## src/rtl/im_loader_pkg.sv

```systemverilog
// Shared types and constants for the instruction-memory loader.
package im_loader_pkg;

    typedef logic [2:0] state_t;

    localparam state_t IDLE   = 3'd0;
    localparam state_t HDR_HI = 3'd1;
    localparam state_t HDR_LO = 3'd2;
    localparam state_t DATA   = 3'd3;
    localparam state_t CSUM   = 3'd4;
    localparam state_t DONE   = 3'd5;

    localparam int HDR_W          = 16;
    localparam int BYTES_PER_WORD = 4;

endpackage

```

## src/rtl/im_word_packer.sv

```systemverilog
// Packs bytes MSB-first into 32-bit words; wordDone is combinational with the 4th byte strobe.
// No backpressure of its own: it consumes a byte whenever byteStrobe is high.
module im_word_packer
    import im_loader_pkg::*;
(
    input  logic        clk,
    input  logic        reset,
    input  logic        clear,
    input  logic [7:0]  byteIn,
    input  logic        byteStrobe,
    output logic [31:0] word,
    output logic        wordDone
);

    logic [23:0] shiftReg;
    logic [1:0]  byteCnt;

    always_ff @(posedge clk or posedge reset) begin
        if (reset) begin
            shiftReg <= '0;
            byteCnt  <= '0;
        end else if (clear) begin
            shiftReg <= '0;
            byteCnt  <= '0;
        end else if (byteStrobe) begin
            shiftReg <= {shiftReg[15:0], byteIn};
            byteCnt  <= byteCnt + 2'd1;
        end
    end

    // The completing byte is folded in directly so the word is ready on the same edge.
    assign word     = {shiftReg, byteIn};
    assign wordDone = byteStrobe && (byteCnt == 2'(BYTES_PER_WORD - 1));

endmodule

```

## src/rtl/im_loader.sv

```systemverilog
// Framed byte stream to instruction-memory word writes; we/addr/wdata one cycle after a word's 4th byte.
// in_ready high only while a frame is open; IM_LOADER_CHECKSUM_EN adds a trailing XOR checksum byte.
module im_loader
    import im_loader_pkg::*;
#(
    parameter int ADDR_W = 10,
    parameter int DEPTH  = 1024
) (
    input  logic              clk,
    input  logic              reset,
    input  logic              start,
    input  logic              in_valid,
    input  logic [7:0]        in_data,
    output logic              in_ready,
    output logic              we,
    output logic [ADDR_W-1:0] addr,
    output logic [31:0]       wdata,
    output logic              busy,
    output logic              done,
    output logic              err
);

    localparam logic [HDR_W:0] DEPTH_LIM = (HDR_W + 1)'(DEPTH);

    state_t           state;
    logic [7:0]       hdrHi;
    logic [HDR_W-1:0] wordCount;
    logic [HDR_W-1:0] wordIdx;
    logic [HDR_W-1:0] hdrWord;
    logic             hdrOk;
    logic             xfer;
    logic             frameStart;
    logic             packStrobe;
    logic             wordDone;
    logic             lastWord;
    logic [31:0]      packedWord;

    assign in_ready   = (state == HDR_HI) || (state == HDR_LO) || (state == DATA) || (state == CSUM);
    assign busy       = in_ready;
    assign done       = (state == DONE);
    assign xfer       = in_valid && in_ready;
    assign frameStart = start && ((state == IDLE) || (state == DONE));
    assign packStrobe = xfer && (state == DATA);
    assign hdrWord    = {hdrHi, in_data};
    assign hdrOk      = (hdrWord != '0) && ({1'b0, hdrWord} <= DEPTH_LIM);
    // Full 16-bit compare so a count equal to DEPTH does not alias onto address 0.
    assign lastWord   = (wordIdx == wordCount - 16'd1);

    im_word_packer u_packer (
        .clk        (clk),
        .reset      (reset),
        .clear      (frameStart),
        .byteIn     (in_data),
        .byteStrobe (packStrobe),
        .word       (packedWord),
        .wordDone   (wordDone)
    );

`ifdef IM_LOADER_CHECKSUM_EN
    logic [7:0] csumAcc;

    always_ff @(posedge clk or posedge reset) begin
        if (reset) begin
            csumAcc <= '0;
        end else if (frameStart) begin
            csumAcc <= '0;
        end else if (packStrobe) begin
            csumAcc <= csumAcc ^ in_data;
        end
    end
`endif

    always_ff @(posedge clk or posedge reset) begin
        if (reset) begin
            state     <= IDLE;
            hdrHi     <= '0;
            wordCount <= '0;
            wordIdx   <= '0;
            we        <= 1'b0;
            addr      <= '0;
            wdata     <= '0;
            err       <= 1'b0;
        end else begin
            we <= 1'b0;
            if (wordDone) begin
                we      <= 1'b1;
                addr    <= wordIdx[ADDR_W-1:0];
                wdata   <= packedWord;
                wordIdx <= wordIdx + 16'd1;
            end
            case (state)
                IDLE, DONE: begin
                    if (start) begin
                        state <= HDR_HI;
                        err   <= 1'b0;
                    end
                end
                HDR_HI: begin
                    if (xfer) begin
                        hdrHi <= in_data;
                        state <= HDR_LO;
                    end
                end
                HDR_LO: begin
                    if (xfer) begin
                        if (hdrOk) begin
                            wordCount <= hdrWord;
                            wordIdx   <= '0;
                            state     <= DATA;
                        end else begin
                            err   <= 1'b1;
                            state <= DONE;
                        end
                    end
                end
                DATA: begin
                    if (wordDone && lastWord) begin
`ifdef IM_LOADER_CHECKSUM_EN
                        state <= CSUM;
`else
                        state <= DONE;
`endif
                    end
                end
`ifdef IM_LOADER_CHECKSUM_EN
                CSUM: begin
                    if (xfer) begin
                        err   <= (in_data != csumAcc);
                        state <= DONE;
                    end
                end
`endif
                default: state <= IDLE;
            endcase
        end
    end

endmodule

```

## config.mk

```make
export PLATFORM = sky130hd
export DESIGN_NAME = im_loader
export DESIGN_NICKNAME = d
export VERILOG_FILES = /design/src/rtl/im_loader_pkg.sv /design/src/rtl/im_word_packer.sv /design/src/rtl/im_loader.sv
export SDC_FILE = /design/constraint.sdc
export NUM_CORES = 1
export LEC_CHECK = 0
export ABC_AREA = 1
export CAP_MARGIN = 20
export CORE_MARGIN = 4
export CORE_UTILIZATION = 38
export CTS_CLUSTER_DIAMETER = 120
export DETAILED_ROUTE_END_ITERATION = 6
export DONT_BUFFER_PORTS = 1
export SLEW_MARGIN = 30
export SYNTH_ARGS = -nofsm -noshare
export SYNTH_HDL_FRONTEND = slang
export SYNTH_SLANG_ARGS = --single-unit
```

## constraint.sdc

```tcl
create_clock -name clk -period 6.5 [get_ports clk]
set_input_delay 0.975 -clock clk [delete_from_list [all_inputs] [get_ports clk]]
set_output_delay 0.975 -clock clk [all_outputs]
set_load 0.03 [all_outputs]
```

# == Word-level counts from Yosys, hierarchy flattened ==
# Cells that the tools add are included.
# classes
n_mux,19
reduce_logical,19
add_sub_neg,3
eq_ne,12
n_lt_le_gt_ge,1
# op_table
operator,count
$mux W16,4
$mux W24,2
$add A16 B1 Y16 const B,1
$eq A16 B16 Y1,1
$le A16 B11 Y1 const B,1
$reduce_bool A16 Y1,1
$sub A16 B1 Y16 const B,1
$mux W3,5
$pmux W3 S4,1
$ne A2 B2 Y1 const B,4
$reduce_and A4 Y1,2
$eq A3 B2 Y1 const B,2
$eq A3 B3 Y1 const B,2
$logic_and A1 B1 Y1,6
$logic_or A1 B1 Y1,4
$mux W1,4
$mux W2,2
$reduce_bool A2 Y1,2
$eq A3 B1 Y1 const B,1
$logic_not A3 Y1,1
$reduce_and A3 Y1,1
$add A2 B1 Y2 const B,1
$eq A2 B2 Y1 const B,1
$ne A2 B1 Y1 const B,1
other kinds (3),3
# word_totals
reg_bits,113
inputBits,12

# == Depth between registers and ports, before layout ==
# Gate-level depths: netlist of the first run.
# depth
ltp_word,11
mapped_depth,15

# == Modules after synthesis ==
# Synthesis of the first run repeated with hierarchy kept, for this count alone.
# hier_totals
cells_unflattened,690
hier_area_um2,5455.2
# by_module_without_submodules
mod,n_inst,seq_area_each_um2,area_per_inst_um2,cells_per_inst
im_loader,1,2177.1,4322.9,564
im_word_packer,1,650.6,1132.3,126

# == Worst setup path before layout of the first run ==
# No wires, ideal clock.
# synth_timing
kind,input to register
from,input in_valid
to,register state[2]
n_path_buf,1
stages,12
arrival_ns,2.007
t_required_ns,6.383
path_slack_ns,4.376
cell_sequence,nand4_4 -> nor2_2 -> buf_4 -> nand3_1 -> nor2_1 -> nand2_1 -> nor2_1 -> nand3_1 -> nand2_2 -> nand3_2 -> nand2_1 -> nand2_1
# synth_via
elab_chain_cells,6
# synth_rtl
element,line,text
from (decl),im_loader.sv:12,"input logic in_valid,"
$logic_and A1 B1 Y1,im_loader.sv:41,assign xfer = in_valid && in_ready;
$logic_and A1 B1 Y1,im_loader.sv:43,assign packStrobe = xfer && (state == DATA);
$logic_and A1 B1 Y1,im_word_packer.sv:33,assign wordDone = byteStrobe && (byteCnt == 2'(BYTES_PER_WORD - 1));
net u_packer.wordDone,im_word_packer.sv:12,output logic wordDone
$logic_and A1 B1 Y1,im_loader.sv:117,if (wordDone && lastWord) begin
$ne A2 B1 Y1 (no source line),--,
$reduce_and A4 Y1 (no source line),--,
to (signal assigned),im_loader.sv:112,state <= DONE;
to (signal assigned),im_loader.sv:121,state <= DONE;
to (signal assigned),im_loader.sv:133,default: state <= IDLE;
to (decl),im_loader.sv:25,state_t state;
# The timed path passes the listed nets, and every way through them passes these cells.
# A chain may end at the register's enable or synchronous reset.

# == Worst setup path in the final report of the first run ==
# layout_timing
from,register state[0]
to,register wordIdx[13]
# layout_via
elab_chain_cells,11
# layout_rtl
element,line,text
from (signal assigned),im_loader.sv:75,state <= IDLE;
from (signal assigned),im_loader.sv:94,state <= HDR_HI;
from (signal assigned),im_loader.sv:101,state <= HDR_LO;
$eq A3 B1 Y1 or $eq A3 B2 Y1 (tied branches),"im_loader.sv:38, im_loader.sv:91",
$logic_or A1 B1 Y1 (3 in series),im_loader.sv:38,assign in_ready = (state == HDR_HI) || (state == HDR_LO) || (state == DATA) || (state == CSUM);
$logic_and A1 B1 Y1,im_loader.sv:41,
$logic_and A1 B1 Y1,im_loader.sv:43,
$logic_and A1 B1 Y1,im_word_packer.sv:33,
$mux W16,im_loader.sv:85,if (wordDone) begin
$mux W16,im_loader.sv:106,if (hdrOk) begin
$mux W16,im_loader.sv:105,if (xfer) begin
$mux W16 *,im_loader.sv:91,case (state)
to (signal assigned),im_loader.sv:89,wordIdx <= wordIdx + 16'd1;
to (decl),im_loader.sv:28,logic [HDR_W-1:0] wordIdx;
# Mark *: on every way between the ends. The rest lies on a longest branch, timed or not.

==> results by group, run 1 <==
Synth
  – YS warnings: 0
  – Post-synthesis sequential area ratio: between 50% and 60%
  – Yosys top cell area share: around 54%
  – Count leader, synth: nand2_1
  – Synth Flop Type: dfrtp_1
  – FF+latch count, synth: 113
  – Post-Syn Area per Cell: 8.24 sq um
  – Synth async-reset ratio: 100%
  – Dominant cells by area after synthesis: dfrtp_1 (54%), nand2_1 (12%), inv_1 (7.4%)
  – Post-synth net total: between 600 and 700
  – Commonest cells in the synthesized netlist: nand2_1 (170), dfrtp_1 (113), inv_1 (104)
  – Number of flops mapped to enable cells by yosys: 0
  – Library cells used by synthesis: 33
  – Biggest area consumer among synthesized cells: dfrtp_1
  – Syn Inst Count: 640
  – Synth Cell Area: 0.00527 sq mm

Clock network
  – Post_cts resized: 0
  – Clock transition at the registers of the reported paths: about 60 ps
  – TritonCTS buffer count: 17
  – Max H-tree Level: 4
  – Clock buffer depth: 2
  – Worst-Skew Late Latency: between 400 and 500 ps
  – Sinks on Clock Net: ~110
  – Clk Tree Root Cell: clkbuf_16
  – Post-CTS Hold Buffers: 0
  – TritonCTS clock tree: yes
  – Postcts setup bufs: 0

Detailed routing
  – Final ANT Viol Nets: 0
  – Iteration-0 DRC Markers: 330
  – Via count: approximately 4000
  – Residual DRC count: 0
  – DR vias/cell: 4.90
  – Drt pass-1 iters: 5
  – DR WL/cell: 14.5 microns
  – Final WL: around 12000 microns

Die
  – Core area: 0.0134 sq mm
  – I/O pins: 59
  – Die width: around 130 microns
  – Starting Density: just under 40%
  – Row count: 42
  – Area of the die: around 0.016 sq mm
  – Die H: 126 microns

Setup path
  – Critical Path AT: 3190 ps
  – Register-to-register setup slack: 3600 ps
  – Worst setup EP type: flip-flop
  – Slowest CP cell: nor2_2
  – CP max stage delay: around 550 ps
  – CP top delay family: simple AND/OR/NAND/NOR gates
  – Worst Reg-to-Reg Cells: 9
  – Worst-path maximum fanout: 87
  – Buf/Inv on CP: 1
  – Crit start category: flip-flop
  – WS Path Type: reg2reg
  – R2r startpoint: state[0]$_DFFE_PP0P_
  – Crit-path cells: nand4_4, nor2_2, inv_4, nor2_1, nand2_1, nor2_1, nand4_1, o21ai_0, a21oi_1
  – Reg-to-Reg End: wordIdx[13]$_DFF_PP0_
  – Critical path startpoint: state[0]$_DFFE_PP0P_
  – CP dominant cell by count: nor2_1
  – Worst Path Required: about 6800 ps

Global routing
  – GRT Total Usage: between 15 and 20%
  – First-pass GRT wire length: about 20000 microns
  – GR Overflow Total: 0
  – Largest net degree at the start of global routing: between 80 and 90
  – Initial antenna violation count: 0
  – Vias in the first global route: approximately 4000

Placement
  – PortBufs: 0
  – Area after DPL: ~0.0054 sq mm
  – Post-DP HPWL: about 8200 microns
  – GP Congestion: around 0.84

STA
  – Minimum clock period: between 2000 and 3000 ps
  – Final Hold Slack: 486 ps
  – Achievable Freq: 345 MHz
  – Max-slew violations: 0
  – Setup violators final: 0
  – Clk_skew: about 9.6 ps
  – Post-route setup TNS: 0 ps
  – Slew headroom: a little under half
  – RSZ-0062 raised after global routing: no
  – Least-Margin Pin Slew: 799 ps
  – Final Hold Viols: 0
  – Final Cycle Share: approximately 45%

Power and ir drop
  – Total power: 2.79 mW
  – Leak: approximately 3.1 nW
  – VDD IR max: 0.201 mV
  – Pwr/cell area: ~460 mW/mm^2

Hold path
  – Hold Startpoint: wordCount[15]$_DFFE_PP0P_
  – Hold Crit Class: reg2reg
  – Hold Path Depth: 2
  – Hold path endpoint: wordCount[15]$_DFFE_PP0P_

Finish
  – Final nets: 653
  – Design Area, Final: 0.00606 sq mm
  – Share of cells above drive strength 1: approximately 7%
  – Ant diodes: 0
  – FILL cells: 1293
  – Area delta synth->final: 14.9%

Run status
  – Status: finished, final reports clean

Flow run
  – MaxCap Viol Count: 0
-- worst max path at each step --
stage / end / cells past startpoint / slack (ps)
global route: wordIdx[13]$_DFF_PP0_ / 9 / 3330
CTS: wordIdx[13]$_DFF_PP0_ / 9 / 3610
finish: wordIdx[13]$_DFF_PP0_ / 9 / 3600
global placement: wordIdx[9]$_DFF_PP0_ / 10 / 3170
detailed placement: wordIdx[13]$_DFF_PP0_ / 9 / 3280
floorplan: addr[0]$_DFFE_PP0P_ / 1 / 2540
-- worst min-delay path, cell delays in order (launching register included) --
cell and delay, ps:
dfrtp_1 360, nand2_1 60, inv_1 40
-- where the power goes --
part	internal, mW	total (mW)	switching [mW]
sequential	0.881	1.13	0.245
clock	0.696	1.01	0.315
combinational	0.224	0.651	0.427
-- area by class of cell --
type | instances | area [sq um] | area share, %
Sequential cell | 113 | 2830 | 46.7
Multi-Input combinational cell | 399 | 1960 | 32.3
Clock buffer | 21 | 460 | 7.60
Inverter | 106 | 403 | 6.65
Tap cell | 176 | 220 | 3.63
Clock inverter | 9 | 181 | 2.99
Timing Repair Buffer | 1 | 7.51 | 0.124
-- metal layers --
layer / track usage (%) / vias up / part of all wire (%)
met2: 25.9 / 79 / 49
met1: 19.3 / 1957 / 44
met4: 7.07 / 0 / 0.95
li1: - / 1996 / -
met5: 0 / - / 0
met3: 5.21 / 8 / 5.8
-- cells in the final DEF, fill, tap and decap left out, drive strengths merged --
cell        n
a21oi      12
buf         1
bufinv      5
clkbuf     21
clkinv      1
clkinvlp    3
dfrtp     113
ha          3
inv       106
mux2        1
nand2     171
nand3      22
nand3b      4
nand4      11
nor2       57
nor3        3
nor3b       1
o21a        2
o21ai      59
o22ai      24
o31ai       1
or2         4
xnor2       8
xor2       16
-- state kept, by name (all words and copies together) (netlist names) --
signal and count:
addr 10, err 1, wordIdx 16, u_packer.byteCnt 2, state 3, wdata 32
hdrHi 8, u_packer.shiftReg 24, wordCount 16, we 1
-- kinds of logic (layout without fill, tap and decap cells) --
| kind of cell | count (synthesis) | after routing | share of synthesized area [%] |
|---|---|---|---|
| buffers and inverters | 128 | 137 | 9.52 |
| AOI/OAI and AO/OA | 98 | 98 | 10.1 |
| muxes | 1 | 1 | 0.214 |
| DFF | 113 | 113 | 53.6 |
| xor gates and xnor gates | 24 | 24 | 3.99 |
| and+or+nand+nor | 273 | 273 | 21.8 |
| adders and majority gates | 3 | 3 | 0.712 |
-- per-stage QoR --
stage,setup WS (ps),util (%),instances
4_1_cts,3610,45.1,825
5_1_grt,3330,45.2,825
3_5_place_dp,3280,40.3,795
2_1_floorplan,2540,-,640
3_3_place_gp,3170,40.3,795
6_report,3600,45.2,825
(Power assumes the default switching activity.)
==> run 2: changes to the inputs <==
==> constraint.sdc (replaced) <==
create_clock -name clk -period 2.6 [get_ports clk]
set_input_delay 0.39 -clock clk [delete_from_list [all_inputs] [get_ports clk]]
set_output_delay 0.39 -clock clk [all_outputs]
set_load 0.03 [all_outputs]
==> results by group, run 2 (synthesized netlist as in run 1, its figures left out) <==
Clock network
  – Clock transition at the registers of the reported paths: 50 ps (about the same)
  – Postcts setup bufs: 0 (unchanged)
  – Clk Tree Root Cell: clkbuf_16
  – Post_cts resized: 0 (unchanged)
  – Sinks on Clock Net: 113 (unchanged)
  – Post-CTS Hold Buffers: 0 (unchanged)
  – Worst-Skew Late Latency: 420 ps (about the same)
  – TritonCTS clock tree: yes
  – Clock buffer depth: 2 (unchanged)
  – TritonCTS buffer count: 17 (unchanged)
  – Max H-tree Level: 4 (unchanged)

STA
  – Final Hold Viols: 0 (unchanged)
  – Slew headroom: 59.0% (+12 points)
  – Achievable Freq: 482 MHz (+40%)
  – Final Hold Slack: 54.3 ps (-431 ps)
  – Max-slew violations: 0 (unchanged)
  – Final Cycle Share: 79.8% (+35 points)
  – Setup violators final: 0 (unchanged)
  – Post-route setup TNS: 0 ps (unchanged)
  – Least-Margin Pin Slew: 613 ps (-186 ps)
  – Minimum clock period: 2080 ps (-823 ps)
  – Worst setup margin: 525 ps (-3080 ps)
  – RSZ-0062 raised after global routing: no
  – Clk_skew: 6.88 ps (-2.67 ps)

Global routing
  – Met2 Resource Use GR: 26.4% (+0.47 points)
  – Met1 usage: 21.0% (+1.7 points)
  – Largest net degree at the start of global routing: 43 (-51%)
  – First-pass GRT wire length: 20900 microns (+5.3%)
  – Vias in the first global route: 4092 (+3.9%)
  – GR Overflow Total: 0 (unchanged)
  – Grt peak-use layer: met2
  – Initial antenna violation count: 0 (unchanged)
  – Met3 usage: 6.22% (+1.0 points)
  – GRT Total Usage: 16.6% (+0.72 points)

Power and ir drop
  – Leak: 3.15 nW (+1.7%)
  – Pwr/cell area: 1130 mW/mm^2 (+140%)
  – VDD IR max: 0.545 mV (+170%)

Setup path
  – Critical Path AT: 2380 ps (-810 ps)
  – R2r startpoint: wordCount[0]$_DFFE_PP0P_
  – Worst-path maximum fanout: 7 (-92%)
  – Register-to-register setup slack: 520 ps (-3080 ps)
  – Worst setup EP type: flip-flop
  – Worst Path Required: 2900 ps (-3890 ps)
  – Critical path startpoint: wordCount[0]$_DFFE_PP0P_
  – Crit start category: flip-flop
  – WS Path Type: reg2reg

Die
  – Die width: 126 microns (unchanged)
  – Row count: 42 (unchanged)
  – I/O pins: 59 (unchanged)
  – Die H: 126 microns (unchanged)
  – Starting Density: 39.3% (unchanged)
  – Area of the die: 0.0158 sq mm (unchanged)
  – Core area: 0.0134 sq mm (unchanged)

Placement
  – Post-DP HPWL: 8710 microns (+6.0%)
  – PortBufs: 0 (unchanged)
  – Area after DPL: 0.00549 sq mm (+1.7%)
  – Pre-CTS worst setup slack: 554 ps (-2720 ps)
  – GP Congestion: 0.948 (+13%)

Detailed routing
  – Final WL: 12200 microns (+2.2%)
  – Residual DRC count: 0 (unchanged)
  – DR WL/cell: 14.6 microns (+0.72%)
  – Iteration-0 DRC Markers: 346 (+4.8%)
  – Final ANT Viol Nets: 0 (unchanged)
  – Via count: 4122 (+2.0%)
  – Drt pass-1 iters: 6 (+1)
  – DR vias/cell: 4.92 (+0.57%)

Finish
  – Area delta synth->final: 16.9%
  – Final nets: 664 (+1.7%)
  – Number of flip-flops in the largest register: 32 (unchanged)
  – Share of cells above drive strength 1: 8.77% (+1.8 points)
  – Design Area, Final: 0.00616 sq mm (+1.8%)
  – Reg with most FFs: wdata
  – FILL cells: 1306 (+1.0%)
  – Most frequent cells in the layout: nand2_1 (170), dfrtp_1 (113), inv_1 (102)
  – Largest registers: wdata: 32 flops, u_packer.shiftReg: 24 flops
  – Most common cell after layout, fill and taps aside: nand2_1
  – Ant diodes: 0 (unchanged)

Hold path
  – Hold Crit Class: in2reg
  – Hold Startpoint: start

Flow run
  – MaxCap Viol Count: 0 (unchanged)

Run status
  – Status: finished, final reports clean
==> run 2: metal layers <==
layer	up-vias	routed length [microns]
met4	0	161
met5	-	0
met1	1974	5480
li1	2023	-
met2	110	5870
met3	15	690
==> run 2: through the flow <==
stage	std cells	util, %	power [mW]
floorplan	640	-	4.06
global placement	804	41.0	4.41
detailed placement	804	41.0	4.47
CTS	835	45.7	6.99
global route	837	46.0	7.40
finish	837	46.0	6.94
==> run 2: final timing paths <==
check,endpoint,cells past startpoint
setup reg to reg,state[2]$_DFFE_PP0P_,13
min in group asynchronous,addr[0]$_DFFE_PP0P_,2
setup / recovery,state[2]$_DFFE_PP0P_,13
hold / removal,u_packer.byteCnt[0]$_DFFE_PP0P_,1
hold reg to reg,wordCount[15]$_DFFE_PP0P_,2
max in group asynchronous,u_packer.shiftReg[14]$_DFFE_PP0P_,4
==> run 2: worst max-delay path, cell delays in order (launching register included) <==
cell and delay (ps):
dfrtp_1 380, inv_1 120, ha_1 220, nand2_1 140, nor2_2 260, nand2_1 90, nand2_1 80, nand3_1 80
nor2_1 120, nand3_1 130, nand2_2 120, nand3_2 90, nand2_1 70, nand2_1 50
==> run 2: final cells by class <==
cell class                      count  area, sq um  share of cell area [%]
Clock inverter                     12          183                    2.96
Clock buffer                       19          453                    7.35
Multi-Input combinational cell    399         1940                    31.5
Timing Repair Buffer               12          138                    2.23
Inverter                          106          402                    6.52
Tap cell                          176          220                    3.57
Sequential cell                   113         2830                    45.9
==> run 2: report_power, final <==
part	switching, mW	internal [mW]	total (mW)
registers	0.594	2.20	2.80
logic	1.08	0.583	1.66
clock network	0.831	1.65	2.48
total	2.50	4.44	6.94
